[src/rtl/scoreboard_hdu.sv]
// Issue-stage scoreboard: tracks in-flight register writes, decides stalls and forwarding sources.
// Define SCOREBOARD_FWD_EN to enable forwarding; otherwise consumers wait for the producer to retire.
module scoreboard_hdu #(
   parameter int AW       = 5,
   parameter int NUM_SRC  = 2,
   parameter int DEPTH    = 3,
   parameter int ALU_LAT  = 0,
   parameter int LOAD_LAT = 1,
   localparam int SW      = $clog2(DEPTH + 1)
) (
   input  logic                  clk_i,
   input  logic                  rst_n_i,
   input  logic                  hold_i,
   input  logic                  flush_i,
   input  logic                  issue_valid_i,
   input  logic                  issue_we_i,
   input  logic                  issue_load_i,
   input  logic [AW-1:0]         issue_rd_i,
   input  logic [NUM_SRC*AW-1:0] src_addr_i,
   input  logic [NUM_SRC-1:0]    src_used_i,
   output logic                  stall_o,
   output logic [NUM_SRC*SW-1:0] fwd_sel_o,
   output logic [15:0]           stall_cnt_o
);

   localparam int MAX_LAT = (ALU_LAT > LOAD_LAT) ? ALU_LAT : LOAD_LAT;
   localparam int RW      = (MAX_LAT < 1) ? 1 : $clog2(MAX_LAT + 1);

   logic [DEPTH-1:0]   slot_valid;
   logic [AW-1:0]      slot_rd  [DEPTH];
   logic [RW-1:0]      slot_rem [DEPTH];

   logic [NUM_SRC-1:0] src_hit;
   logic [NUM_SRC-1:0] src_hazard;
   logic               accept;
`ifdef SCOREBOARD_FWD_EN
   logic [SW-1:0]      src_idx [NUM_SRC];
   logic [RW-1:0]      src_rem [NUM_SRC];
`endif

   // Scan oldest to youngest so the youngest matching slot overwrites older ones.
   always_comb begin
      src_hit    = '0;
      src_hazard = '0;
      fwd_sel_o  = '0;
      for (int n = 0; n < NUM_SRC; n++) begin
`ifdef SCOREBOARD_FWD_EN
         src_idx[n] = '0;
         src_rem[n] = '0;
`endif
         for (int k = DEPTH - 1; k >= 0; k--) begin
            if (src_used_i[n] && (src_addr_i[n*AW +: AW] != '0) &&
                slot_valid[k] && (slot_rd[k] == src_addr_i[n*AW +: AW])) begin
               src_hit[n] = 1'b1;
`ifdef SCOREBOARD_FWD_EN
               src_idx[n] = SW'(k);
               src_rem[n] = slot_rem[k];
`endif
            end
         end
`ifdef SCOREBOARD_FWD_EN
         src_hazard[n] = src_hit[n] && (src_rem[n] != '0);
         if (src_hit[n] && (src_rem[n] == '0))
            fwd_sel_o[n*SW +: SW] = src_idx[n] + SW'(1);
`else
         src_hazard[n] = src_hit[n];
`endif
      end
   end

   assign stall_o = issue_valid_i & (|src_hazard);
   assign accept  = issue_valid_i & ~stall_o & ~hold_i & ~flush_i;

   always_ff @(posedge clk_i) begin
      if (!rst_n_i) begin
         slot_valid  <= '0;
         stall_cnt_o <= '0;
         for (int k = 0; k < DEPTH; k++) begin
            slot_rd[k]  <= '0;
            slot_rem[k] <= '0;
         end
      end else if (hold_i) begin
         if (flush_i)
            slot_valid[0] <= 1'b0;
      end else begin
         for (int k = DEPTH - 1; k > 0; k--) begin
            slot_valid[k] <= slot_valid[k-1];
            slot_rd[k]    <= slot_rd[k-1];
            slot_rem[k]   <= (slot_rem[k-1] != '0) ? slot_rem[k-1] - RW'(1) : '0;
         end
         slot_valid[0] <= accept & issue_we_i & (issue_rd_i != '0);
         slot_rd[0]    <= issue_rd_i;
         slot_rem[0]   <= issue_load_i ? RW'(LOAD_LAT) : RW'(ALU_LAT);
         // A flush also squashes the instruction that was in slot 0 as it moves on.
         if (flush_i)
            slot_valid[(DEPTH > 1) ? 1 : 0] <= 1'b0;
         if (stall_o && !flush_i && (stall_cnt_o != 16'hFFFF))
            stall_cnt_o <= stall_cnt_o + 16'd1;
      end
   end

endmodule
[config.mk]
export PLATFORM = sky130hd
export DESIGN_NAME = scoreboard_hdu
export DESIGN_NICKNAME = d
export VERILOG_FILES = /design/src/rtl/scoreboard_hdu.sv
export SDC_FILE = /design/constraint.sdc
export NUM_CORES = 1
export LEC_CHECK = 0
export BUFFER_PORTS_ARGS = -buffer_cell sky130_fd_sc_hd__buf_2
export CELL_PAD_IN_SITES_DETAIL_PLACEMENT = 1
export CELL_PAD_IN_SITES_GLOBAL_PLACEMENT = 1
export CORE_UTILIZATION = 41
export DETAILED_ROUTE_END_ITERATION = 12
export GPL_TIMING_DRIVEN = 0
export PLACE_DENSITY_LB_ADDON = 0.2
export SYNTH_ARGS = -nofsm -noshare
export SYNTH_HDL_FRONTEND = slang
export SYNTH_SLANG_ARGS = --single-unit
export TNS_END_PERCENT = 5
[constraint.sdc]
create_clock -name clk_i -period 3.1 [get_ports clk_i]
set_input_delay 0.93 -clock clk_i [delete_from_list [all_inputs] [get_ports clk_i]]
set_output_delay 0.93 -clock clk_i [all_outputs]
set_load 0.01 [all_outputs]
==> run summary, run 1 <==
status -> complete, but fails checks
failing checks -> setup timing
f_max -> 0.3079 GHz
reg2reg path depth -> 9
Synth cell types -> 32
WHS Path Cells -> 2
CORE AREA -> 4444 um2
max-cap violations -> 0
worst clock skew -> 0.006243 ns
Critical Path Sink Type -> primary output
Slew HR -> 0.5278
reg2reg setup slack -> 0.82 ns
clk_lat worst skew -> 0.29 ns
yosys synthesis warning count -> 0
HPWL after DPL -> 3528 um
# IOs -> 45
Worst EP arrival -> 2.32 ns
Hold EP -> stall_cnt_o[12]$_SDFFE_PN0P_
Final Slew Violations -> 0
DR pass1 iterations -> 6
commonest cells after routing, fill and taps aside -> buf_2 (36), xnor2_1 (21), dfxtp_1 (19)
antenna viol nets, final -> 0
Hold WC Path Type -> reg2reg
CTS clk-pin slew, worst paths -> 0.07 ns
Worst Path Required -> 2.17 ns
pwr dens -> 379.1 nW/um2
Synth Instances -> 196
Avg Inst Size Synth -> 9.895 um2
RR Startpoint -> slot_rd[0][11]$_SDFFCE_PN0P_
full die area -> 5009 um2
CTS tree -> built
pin count of the biggest net entering global routing -> 17
via/cell ratio -> 5.310
worst setup path startpoint -> src_addr_i[5]
RSZ-0062 raised after global routing -> true
Place WS -> -0.2754 ns
Cell Rows -> 24
number of synthesized register bits -> 34
vias in the first global route -> 1646
violation count after the first detailed-route iteration -> 55
# setup viols final -> 1
clk root buf -> clkbuf_8
Tcrit/Tclk final -> 1.048
Post-CTS Hold Buffers -> 0
Die Span X -> 70.78 um
WHS -> 0.4840 ns
Synth-to-Final Area Change -> 26.77%
startpoint types -> input pin
Max IR drop VDD -> 0.2203 mV
mean routed wirelength per cell -> 16.35 um
Initial Util -> 0.4364
worst min-delay path startpoint -> stall_cnt_o[12]$_SDFFE_PN0P_
gr ovfl total -> 0
ANT cells -> 0
fraction of final layout cells sized beyond drive strength 1 -> 0.3110
Hold Fails Final Rpt -> 0
crit path kind -> in2out
synthesized area -> 1939 um2
post-route setup TNS -> -0.1475 ns
commonest non-fill, non-tap cell in the layout -> buf_2
clk sinks -> 34
CTS HTree Levels -> 2
Die Ht -> 70.78 um
Worst Slack Setup Final -> -0.1475 ns
IO Port Bufs -> 39
FF-to-FF End -> stall_cnt_o[14]$_SDFFE_PN0P_
total track usage -> 0.2042
TritonCTS Buffers -> 5
Final GP Congestion -> 0.8070
Routed WL -> 5003 um
first-pass GRT wire length -> 7969 um
Leak -> 1.042 nW
worst-path fanout max -> 4
slew of the pin with the lowest slew margin -> 0.7066 ns
drt drc -> 0
fin nets -> 278
Final min period -> 3.248 ns
initial antenna violation count -> 0
via count -> 1625
register area share after synthesis -> 0.4284
CTS max path bufs -> 2
## critical path, stage by stage
cell	delay, ns
buf_2	0.15
xor2_1	0.15
nor4_1	0.32
and3_2	0.28
nor3_1	0.07
o22ai_2	0.15
and2_1	0.15
buf_2	0.12
## cell usage after synthesis
master / count / area, um2
nor2b_1: 1 / 6.260
mux2i_1: 6 / 60.06
nand4_1: 3 / 18.77
o21ai_1: 2 / 10.01
a21boi_1: 2 / 15.01
a21o_1: 1 / 7.510
dfxtp_1: 19 / 380.4
nand3_1: 12 / 60.06
buf_4: 4 / 30.03
nor4_1: 5 / 31.28
nor2_1: 12 / 45.04
clkbuf_1: 3 / 11.26
ha_1: 1 / 12.51
xor2_1: 18 / 157.7
o2111ai_1: 1 / 8.760
or4_1: 3 / 22.52
inv_1: 4 / 15.01
a211oi_2: 3 / 37.54
nand2_1: 11 / 41.29
a21oi_1: 5 / 25.02
and4_1: 1 / 8.760
and3_1: 8 / 50.05
nor3_1: 5 / 25.02
o22ai_1: 1 / 6.260
o32ai_1: 1 / 8.760
edfxtp_1: 15 / 450.4
conb_1: 1 / 3.750
and2_1: 16 / 100.1
a21oi_2: 3 / 26.28
o31ai_4: 2 / 42.54
nand2b_1: 6 / 37.54
xnor2_1: 21 / 183.9
## sequential cells by signal, summed over array words and instances (netlist names)
register,cells
slot_rd,15
slot_valid,3
stall_cnt_o,16
## what timing repair did
| action | in CTS | in global routing |
|---|---|---|
| endpoints found under the setup margin | 1 | 1 |
| pin swaps | 7 | 7 |
| setup buffers | 6 | 2 |
| resized for setup | 8 | 17 |
## power breakdown
| part | leakage [nW] | internal [W] | total [W] | switching [W] |
|---|---|---|---|---|
| clock | 0.0416 | 0.000154 | 0.000318 | 0.000164 |
| combinational | 0.683 | 0.0000528 | 0.000115 | 0.0000619 |
| sequential | 0.318 | 0.000484 | 0.000499 | 0.0000156 |
## layer usage
metal  up-vias  wire [um]  global-route usage
met5         -          0                   0
met4         0         65             0.06667
met3         5        170             0.03989
met2        35       2501              0.3440
met1       796       2266              0.2642
li1        789          -                   -
## metrics by stage
step                  util  cells  area [um2]  power (W)
floorplan                -    199        1951  0.0005650
global placement    0.4975    290        2211  0.0006046
detailed placement  0.4975    290        2211  0.0006087
CTS                 0.5341    304        2374  0.0009317
global route        0.5532    306        2459  0.0009736
finish              0.5532    306        2459  0.0009322
## worst max-delay path by stage
| stage | slack, ns | endpoint |
|---|---|---|
| after floorplan | 0.21 | stall_o |
| after global placement | -0.27 | stall_o |
| after detailed placement | -0.28 | stall_o |
| after CTS | -0.16 | stall_o |
| after global routing | -0.24 | stall_o |
| final | -0.15 | stall_o |
## logic make-up after synthesis
group / count (synthesis) / synth area share
AO/OA/AOI/OAI: 21 / 0.09678
XOR/XNOR: 39 / 0.1761
adder cells (fa/ha/maj): 1 / 0.006451
buffers and inverters: 11 / 0.02903
flip-flops: 34 / 0.4284
multiplexers: 6 / 0.03097
other: 1 / 0.001934
AND/OR/NAND/NOR: 83 / 0.2303
## final cells by class
| class | instances | area [um2] |
|---|---|---|
| Buffer | 7 | 41.29 |
| Inverter | 4 | 15.01 |
| Multi-Input combinational cell | 154 | 1135 |
| Clock buffer | 5 | 68.82 |
| Fill cell | 525 | 1986 |
| Clock inverter | 3 | 16.27 |
| Tap cell | 52 | 65.06 |
| Timing Repair Buffer | 47 | 286.5 |
| Sequential cell | 34 | 830.8 |
Power figures use the tool's default switching activity.
==> run 2: changes to the inputs <==
- BUFFER_PORTS_ARGS: -buffer_cell sky130_fd_sc_hd__buf_2 -> unset
- CORE_UTILIZATION: 41 -> 47
- DONT_BUFFER_PORTS: unset -> 1
- REMOVE_ABC_BUFFERS: unset -> 1
==> run summary, run 2 (synthesized netlist as in run 1, its figures left out) <==
final instance area -> 2093 um2 (was 2459 um2)
CTS max path bufs -> 2 (unchanged)
first-pass GRT wire length -> 7376 um (was 7969 um)
max reg flops -> 16 (unchanged)
drt drc -> 0 (unchanged)
worst clock skew -> 0.004909 ns (was 0.006243 ns)
Synth-to-Final Area Change -> 7.936% (was 26.77%)
pin count of the biggest net entering global routing -> 17 (unchanged)
Fill cells -> 422 (was 525)
CTS tree -> built (unchanged)
CORE AREA -> 3799 um2 (was 4444 um2)
Final min period -> 3.081 ns (was 3.248 ns)
DR pass1 iterations -> 4 (was 6)
# setup viols final -> 0 (was 1)
fraction of final layout cells sized beyond drive strength 1 -> 0.1139 (was 0.3110)
total track usage -> 0.2309 (was 0.2042)
Overall Power -> 0.0008838 W (was 0.0009322 W)
clk root buf -> clkbuf_8 (unchanged)
slew of the pin with the lowest slew margin -> 0.8045 ns (was 0.7066 ns)
commonest cells after routing, fill and taps aside -> xnor2_1 (21), dfxtp_1 (19), xor2_1 (18) (was buf_2 (36), xnor2_1 (21), dfxtp_1 (19))
HPWL after DPL -> 3379 um (was 3528 um)
violation count after the first detailed-route iteration -> 64 (was 55)
clk_lat worst skew -> 0.28 ns (was 0.29 ns)
CTS HTree Levels -> 2 (unchanged)
mean routed wirelength per cell -> 18.15 um (was 16.35 um)
Max IR drop VDD -> 0.2259 mV (was 0.2203 mV)
Die Ht -> 66.24 um (was 70.78 um)
full die area -> 4387 um2 (was 5009 um2)
Worst EP arrival -> 2.15 ns (was 2.32 ns)
fin nets -> 226 (was 278)
Layout Cells excl Fill -> 250 (was 306)
Die Span X -> 66.24 um (was 70.78 um)
Hold Fails Final Rpt -> 0 (unchanged)
post-route setup TNS -> 0 ns (was -0.1475 ns)
Regs by FF count -> stall_cnt_o: 16 flops, slot_rd: 15 flops, slot_valid: 3 flops (unchanged)
gr ovfl total -> 0 (unchanged)
vias in the first global route -> 1524 (was 1646)
TritonCTS Buffers -> 5 (unchanged)
crit path kind -> in2out (unchanged)
startpoint types -> input pin (unchanged)
CTS clk-pin slew, worst paths -> 0.07 ns (about the same)
Final Core Density -> 0.5511 (was 0.5532)
f_max -> 0.3245 GHz (was 0.3079 GHz)
Initial Util -> 0.5105 (was 0.4364)
RSZ-0062 raised after global routing -> false (was true)
Tcrit/Tclk final -> 0.9939 (was 1.048)
Cell Rows -> 22 (was 24)
Reg with most FFs -> stall_cnt_o (unchanged)
Slew HR -> 0.4617 (was 0.5278)
pwr dens -> 422.2 nW/um2 (was 379.1 nW/um2)
commonest non-fill, non-tap cell in the layout -> xnor2_1 (was buf_2)
clk sinks -> 34 (unchanged)
max-cap violations -> 0 (unchanged)
Final GP Congestion -> 0.7744 (was 0.8070)
IO Port Bufs -> 0 (was 39)
placed cell count -> 240 (was 290)
Routed WL -> 4538 um (was 5003 um)
via/cell ratio -> 5.760 (was 5.310)
Hold WC Path Type -> reg2reg (unchanged)
# IOs -> 45 (unchanged)
Leak -> 0.7763 nW (was 1.042 nW)
placed cell area -> 1969 um2 (was 2211 um2)
status -> complete, no violations (was complete, but fails checks)
Critical Path Sink Type -> primary output (unchanged)
antenna viol nets, final -> 0 (unchanged)
initial antenna violation count -> 0 (unchanged)
worst-path fanout max -> 4 (unchanged)
Worst Path Required -> 2.17 ns (about the same)
Final Slew Violations -> 0 (unchanged)
via count -> 1440 (was 1625)
ANT cells -> 0 (unchanged)
-- run 2: cell count changes in the layout (fill, tap and decap cells not counted), moves of 2 or more --
| cell | delta |
|---|---|
| buf_2 | -36 |
| buf_4 | -10 |
| clkbuf_1 | -2 |
| nor3_1 | +2 |
| nor3_4 | -2 |
| o21ai_1 | +2 |
| o21ai_2 | -2 |
| xor2_1 | +2 |
| xor2_2 | -2 |
-- run 2: what timing repair did --
item,in CTS,in global routing
hold buffers,0,0
resized for setup,7,0
endpoints found under the setup margin,1,0
setup buffers,2,0
-- run 2: area by class of cell --
class	count	area, um2	area share
well taps	48	60.06	0.02869
multi-input cells	154	1091	0.5212
flip-flops and latches	34	830.8	0.3969
clock buffers	6	72.57	0.03467
inverters	4	15.01	0.007173
clock inverters	2	8.758	0.004184
repair buffers	2	15.01	0.007173
-- run 2: power by group --
group	switching, W	internal (W)	total, W
Combinational	0.0000360	0.0000333	0.0000693
Clock	0.000161	0.000154	0.000316
Sequential	0.0000150	0.000484	0.000499
Total	0.000212	0.000671	0.000884
-- run 2: final timing paths --
path / startpoint / end / depth (start not counted) / slack, ns
max: src_addr_i[2] / stall_o / 6 / 0.02
min reg2reg: stall_cnt_o[12]$_SDFFE_PN0P_ / stall_cnt_o[12]$_SDFFE_PN0P_ / 2 / 0.53
min: stall_cnt_o[12]$_SDFFE_PN0P_ / stall_cnt_o[12]$_SDFFE_PN0P_ / 2 / 0.53
max reg2reg: slot_rd[0][7]$_SDFFCE_PN0P_ / stall_cnt_o[11]$_SDFFE_PN0P_ / 8 / 0.90
-- run 2: metal layers --
| layer | global-route usage | wire length, um |
|---|---|---|
| met1 | 0.2987 | 2122 |
| met2 | 0.3750 | 2198 |
| met3 | 0.04828 | 180 |
| met5 | 0 | 0 |
| met4 | 0.08777 | 36 |
-- run 2: critical path: stages --
cell and delay (ns):
xor2_1 0.14, nor4_1 0.36, and3_2 0.27, nor3_1 0.06, o22ai_2 0.21, and2_4 0.19
-- run 2: through the flow --
step	setup WS, ns	hold slack [ns]
after floorplan	0.2082	0.4696
after detailed placement	-0.1143	0.5264
final	0.01879	0.5349
after CTS	0.05184	0.5370
after global routing	0.004908	0.5561
after global placement	-0.02510	0.5011
